<file path="config.mk">
export PLATFORM = sky130hd
export DESIGN_NAME = vx_fetch_stage
export DESIGN_NICKNAME = d
export VERILOG_FILES = /design/src/rtl/vx_fetch_stage.sv
export SDC_FILE = /design/constraint.sdc
export NUM_CORES = 1
export LEC_CHECK = 0
export ABC_CLOCK_PERIOD_IN_PS = 4600
export CORE_ASPECT_RATIO = 0.75
export CORE_UTILIZATION = 40
export CTS_CLUSTER_SIZE = 10
export DETAILED_ROUTE_END_ITERATION = 16
export PLACE_DENSITY_LB_ADDON = 0.12
export SLEW_MARGIN = 5
export SYNTH_ARGS = -nofsm -noshare
export SYNTH_HDL_FRONTEND = slang
export SYNTH_SLANG_ARGS = --single-unit
</file>
<file path="constraint.sdc">
create_clock -name clk -period 4.6 [get_ports clk]
set_clock_uncertainty 0.15 [all_clocks]
set_input_delay 0.92 -clock clk [delete_from_list [all_inputs] [get_ports clk]]
set_output_delay 0.92 -clock clk [all_outputs]
set_load 0.01 [all_outputs]
</file>
<file path="src/rtl/vx_fetch_stage.sv">
// Instruction fetch stage: issues one icache read per scheduled warp,
// parks warp metadata per warp id and merges it with the cache response.
module vx_fetch_stage #(
    parameter  int NUM_WARPS   = 4,
    parameter  int NUM_THREADS = 4,
    parameter  int XLEN        = 32,
    parameter  int UUID_WIDTH  = 44,
    parameter  int MAX_PENDING = 4,
    localparam int NW_WIDTH    = (NUM_WARPS > 1) ? $clog2(NUM_WARPS) : 1,
    localparam int CNT_W       = $clog2(MAX_PENDING + 1)
) (
    input  logic                   clk,
    input  logic                   reset,
    input  logic                   sched_valid,
    output logic                   sched_ready,
    input  logic [NW_WIDTH-1:0]    sched_wid,
    input  logic [NUM_THREADS-1:0] sched_tmask,
    input  logic [XLEN-1:0]        sched_pc,
    input  logic [UUID_WIDTH-1:0]  sched_uuid,
    output logic                   icache_req_valid,
    input  logic                   icache_req_ready,
    output logic [XLEN-3:0]        icache_req_addr,
    output logic [NW_WIDTH-1:0]    icache_req_tag,
    input  logic                   icache_rsp_valid,
    output logic                   icache_rsp_ready,
    input  logic [NW_WIDTH-1:0]    icache_rsp_tag,
    input  logic [31:0]            icache_rsp_data,
    output logic                   fetch_valid,
    input  logic                   fetch_ready,
    output logic [NW_WIDTH-1:0]    fetch_wid,
    output logic [NUM_THREADS-1:0] fetch_tmask,
    output logic [XLEN-1:0]        fetch_pc,
    output logic [UUID_WIDTH-1:0]  fetch_uuid,
    output logic [31:0]            fetch_instr,
    output logic [NUM_WARPS-1:0]   pending_warps,
    output logic                   err_unexpected_rsp,
    output logic                   busy
);

    typedef struct packed {
        logic [NW_WIDTH-1:0]    wid;
        logic [NUM_THREADS-1:0] tmask;
        logic [XLEN-1:0]        pc;
        logic [UUID_WIDTH-1:0]  uuid;
        logic [31:0]            instr;
    } fetch_t;

    localparam logic [CNT_W-1:0] CREDITS = CNT_W'(MAX_PENDING);

    logic [NUM_WARPS-1:0]   pending;
    logic [NUM_WARPS-1:0]   pend_nxt;
    logic [CNT_W-1:0]       pend_cnt;
    logic [NUM_THREADS-1:0] tab_tmask [NUM_WARPS];
    logic [XLEN-1:0]        tab_pc    [NUM_WARPS];
    logic [UUID_WIDTH-1:0]  tab_uuid  [NUM_WARPS];
    fetch_t                 obuf      [2];
    fetch_t                 push_ent;
    fetch_t                 head;
    logic                   rd_ptr;
    logic                   wr_ptr;
    logic [1:0]             ocnt;
    logic                   err_q;

    logic can_issue;
    logic req_fire;
    logic rsp_fire;
    logic rsp_hit;
    logic pop;

    // Outputs are gated by reset so nothing handshakes while it is held.
    assign can_issue        = ~pending[sched_wid] & (pend_cnt < CREDITS);
    assign icache_req_valid = reset & sched_valid & can_issue;
    assign sched_ready      = reset & icache_req_ready & can_issue;
    assign icache_req_addr  = sched_pc[XLEN-1:2];
    assign icache_req_tag   = sched_wid;
    assign req_fire         = sched_valid & sched_ready;

    assign icache_rsp_ready = reset & (ocnt != 2'd2);
    assign rsp_fire         = icache_rsp_valid & icache_rsp_ready;
    assign rsp_hit          = rsp_fire & pending[icache_rsp_tag];

    assign fetch_valid = (ocnt != 2'd0);
    assign pop         = fetch_valid & fetch_ready;

    assign push_ent = '{wid:   icache_rsp_tag,
                        tmask: tab_tmask[icache_rsp_tag],
                        pc:    tab_pc[icache_rsp_tag],
                        uuid:  tab_uuid[icache_rsp_tag],
                        instr: icache_rsp_data};

    always_comb begin
        pend_nxt = pending;
        if (rsp_hit)
            pend_nxt[icache_rsp_tag] = 1'b0;
        if (req_fire)
            pend_nxt[sched_wid] = 1'b1;
    end

    always_ff @(posedge clk or negedge reset) begin
        if (!reset) begin
            pending  <= '0;
            pend_cnt <= '0;
            err_q    <= 1'b0;
        end else begin
            pending <= pend_nxt;
            if (req_fire & ~rsp_hit)
                pend_cnt <= pend_cnt + 1'b1;
            else if (rsp_hit & ~req_fire)
                pend_cnt <= pend_cnt - 1'b1;
            if (rsp_fire & ~pending[icache_rsp_tag])
                err_q <= 1'b1;
        end
    end

    always_ff @(posedge clk or negedge reset) begin
        if (!reset) begin
            for (int i = 0; i < NUM_WARPS; i++) begin
                tab_tmask[i] <= '0;
                tab_pc[i]    <= '0;
                tab_uuid[i]  <= '0;
            end
        end else if (req_fire) begin
            tab_tmask[sched_wid] <= sched_tmask;
            tab_pc[sched_wid]    <= sched_pc;
            tab_uuid[sched_wid]  <= sched_uuid;
        end
    end

    // Two-entry ring; a full buffer refuses responses even when popping.
    always_ff @(posedge clk or negedge reset) begin
        if (!reset) begin
            obuf[0] <= '0;
            obuf[1] <= '0;
            rd_ptr  <= 1'b0;
            wr_ptr  <= 1'b0;
            ocnt    <= 2'd0;
        end else begin
            if (rsp_hit) begin
                obuf[wr_ptr] <= push_ent;
                wr_ptr       <= ~wr_ptr;
            end
            if (pop)
                rd_ptr <= ~rd_ptr;
            if (rsp_hit & ~pop)
                ocnt <= ocnt + 2'd1;
            else if (pop & ~rsp_hit)
                ocnt <= ocnt - 2'd1;
        end
    end

    assign head               = obuf[rd_ptr];
    assign fetch_wid          = head.wid;
    assign fetch_tmask        = head.tmask;
    assign fetch_pc           = head.pc;
    assign fetch_uuid         = head.uuid;
    assign fetch_instr        = head.instr;
    assign pending_warps      = pending;
    assign err_unexpected_rsp = err_q;
    assign busy               = (|pending) | fetch_valid;

endmodule
</file>
==> impl_metrics.csv, run 1 <==
group,metric,value,unit
outcome,outcome,"completed",
sta,fin_crit,3.97,ns
worst_setup_path,r2r_setup_slack,1.92,ns
cells_and_area,multiInputGateArea,9910,um^2
pwr,power.density,616,nW/um^2
yosys,yosysTopAreaCell,"dfrtp_1",
global_route,grt.overflow.total,0,
placement,dpl.cell_count,2464,
clock_network,cts_buffers,66,
yosys,syn-cell-area,24700,um^2
yosys,synth_seq_cells,560,
routing,vias,13300,
clock_network,root_buffer,"clkbuf_16",
clock_network,clk_pin_slew,0.06,ns
floorplanning,floorplan.rows,78,
global_route,grt_max_degree,172,
global_route,grtUsageTotal,18.5,%
cells_and_area,fin_cells,2546,
cells_and_area,drive_above_1_share,49.4,%
yosys,synth_area_leaders,"dfrtp_1 57%, mux2_2 28%, mux4_2 7.4%, mux2_4 3.6%, buf_4 1.0%",
clock_network,cts_hold_buf,0,
yosys,avgSynthCellArea,16.7,um^2
floorplanning,dieArea,62700,um^2
hold_path,hold_path_class,"primary input to asynchronous set/reset pin",
yosys,synth-seq-area-share,56.8,%
clock_network,htreeDepth,3,
cells_and_area,syn2layout_area_growth,21.5,%
clock_network,postCtsSetupBuffers,0,
worst_setup_path,required,3.53,ns
worst_setup_path,worstSetupEndpointType,"output pin",
sta,max_slew_margin,36.0,%
worst_setup_path,cp.arrival,2.90,ns
worst_setup_path,critPathLaunch,"sched_wid[1]",
sta,setup_violations,0,
clock_network,clock_sinks,560,
yosys,yosysWarnings,0,
worst_setup_path,crit_fanout,4,
cells_and_area,regArea,14000,um^2
sta,tns,0,ns
routing,drtAntennaViolNets,0,
cells_and_area,final_nets,1857,
worst_setup_path,cp-start-kind,"primary input",
routing,drtIter0Drc,547,
yosys,synth_cell_types,35,
yosys,synth_nets,1604,
routing,drt-wirelength-per-cell,21.9,um
cells_and_area,stdcell_area,30000,um^2
routing,drc,0,
worst_setup_path,worst_r2r_startpoint,"pending_warps[0]$_DFF_PN0_",
global_route,grt_pass1_vias,14800,
clock_network,cts_resized,0,
flow_run,drv_cap,0,
pwr,total_power,18.5,mW
sta,fmax,252,MHz
pwr,ir_worst_vdd,0.266,mV
clock_network,cts_buffer_depth,3,
placement,place_ws,0.625,ns
pwr,leakage,13.4,nW
sta,post-route-period-util,86.4,%
sta,finalHoldViolations,0,
clock_network,cts_tree,"yes",
placement,portBuffers,277,
worst_setup_path,critPathKind,"primary input to output pin",
yosys,yosysTopAreaCellShare,56.8,%
cells_and_area,fill_cells,5132,
cells_and_area,diodes,0,
sta,drv_slew,0,
floorplanning,start_util,40.7,%
clock_network,clkLatencyLatePin,0.59,ns
placement,place_area,28200,um^2
floorplanning,coreArea,60700,um^2
yosys,syn-instance-count,1479,
routing,vias_per_cell,5.23,
sta,rsz0062_at_grt,"false",
placement,dpl.hpwl,33.2,mm
sta,tightestPinTransition,0.960,ns
routing,dr.pass1.iters,6,
routing,drt_wl_total,55.8,mm
global_route,antenna_found_initial,4,
floorplanning,die_h,217,um
floorplanning,io-pin-count,278,
placement,globalplace.congestion,0.732,
sta,worst_slack,0.625,ns
global_route,grt_pass1_wl,89.3,mm
floorplanning,die_w,289,um
==> layout make-up <==
class	instances	share of cell area [%]
Inverter	5	0.0709
Tap cell	800	3.34
Sequential cell	560	46.7
Clock inverter	6	0.238
Multi-Input combinational cell	791	33.0
Clock buffer	76	5.77
Timing Repair Buffer	308	10.8
==> logic make-up after synthesis <==
kind of cell	Yosys count	synth area share (%)
buffers and inverters	128	3.27
adder cells (fa/ha/maj)	3	0.182
XOR/XNOR	8	0.284
multiplexers	745	38.6
flip-flops	560	56.8
AO/OA/AOI/OAI	6	0.213
AND/OR/NAND/NOR	29	0.684
==> cells in the final DEF (no fill, tap or decap), drive strengths merged <==
master and instances:
inv 7, ha 2, nand3 3, clkdlybuf4s50 274, nor4 1, nand4 2
o21bai 1, mux2 663, mux2i 1, and3 1, fa 1, a21o 2
or2 1, nand3b 1, xor2 4, nor3 2, nor2b 2, a2111oi 1
clkinv 4, and4 1, and2 1, xnor2 4, buf 34, o31ai 2
nor2 6, nand2b 3, clkbuf 76, mux4 81, dfrtp 560, nand2 5
==> final timing paths <==
kind	end	depth (start not counted)
worst max-delay path	sched_ready	6
worst min-delay path	obuf[219]$_DFFE_PN0P_	1
worst max register to register	pend_cnt[2]$_DFFE_PN0P_	11
worst min register to register	obuf[63]$_DFFE_PN0P_	1
max in group asynchronous	obuf[161]$_DFFE_PN0P_	3
min in group clk	obuf[63]$_DFFE_PN0P_	1
==> per-stage QoR <==
step | util, % | hold WS, ns
2_1_floorplan | - | 0.307
3_5_place_dp | 46.4 | 0.337
5_1_grt | 49.4 | 0.0450
6_report | 49.4 | 0.0573
4_1_cts | 49.4 | 0.0236
3_3_place_gp | 46.4 | 0.329
==> state kept, by name, summed over array words and instances, names as in the netlist, 2 cells and up <==
signal and cells:
obuf 228, ocnt 2, tab_pc 128, pending_warps 4, tab_uuid 176, tab_tmask 16
pend_cnt 3
==> critical path, stage by stage <==
cell and delay, ns:
clkdlybuf4s50_1 0.61, mux2i_1 0.25, nand3b_1 0.22, nor2b_1 0.25, nor2_1 0.10, clkdlybuf4s50_1 0.54
==> report_power, final <==
part / switching, mW / internal (mW) / total [mW]
Sequential: 1.07 / 6.98 / 8.05
Clock: 1.95 / 2.64 / 4.59
Combinational: 2.03 / 3.80 / 5.83
Total: 5.04 / 13.4 / 18.5
==> synthesized netlist by cell type (all sizes together) <==
cell type and number:
ha 2, mux4 81, and4 1, fa 1, nor3 2, mux2 663, xor2 4, nand2b 3
o31ai 2, buf 91, and2 1, and3 1, mux2i 1, a21o 2, nand4 2, a2111oi 1
nor2 6, or2 1, xnor2 4, nor2b 2, nand2 5, nand3 3, nor4 1, nand3b 1
dfrtp 560, o21bai 1, inv 5, clkbuf 32
==> routing by layer <==
layer | vias up | share of wire, % | track usage, %
met5 | - | 0.091 | 0
met4 | 8 | 2.3 | 5.39
met3 | 105 | 3.7 | 3.57
met2 | 228 | 47 | 29.1
met1 | 7100 | 47 | 26.2
li1 | 5877 | - | -
Note: power is estimated with default switching activity, not from simulation.
==> run 2: changes to the inputs <==
--- a/config.mk
+++ b/config.mk
@@ -15,3 +15,4 @@
 export SYNTH_ARGS = -nofsm -noshare
 export SYNTH_HDL_FRONTEND = slang
 export SYNTH_SLANG_ARGS = --single-unit
+export TNS_END_PERCENT = 100
==> results of run 2 <==
Same layout as run 1: the final DEF is identical, and so are final timing and power.
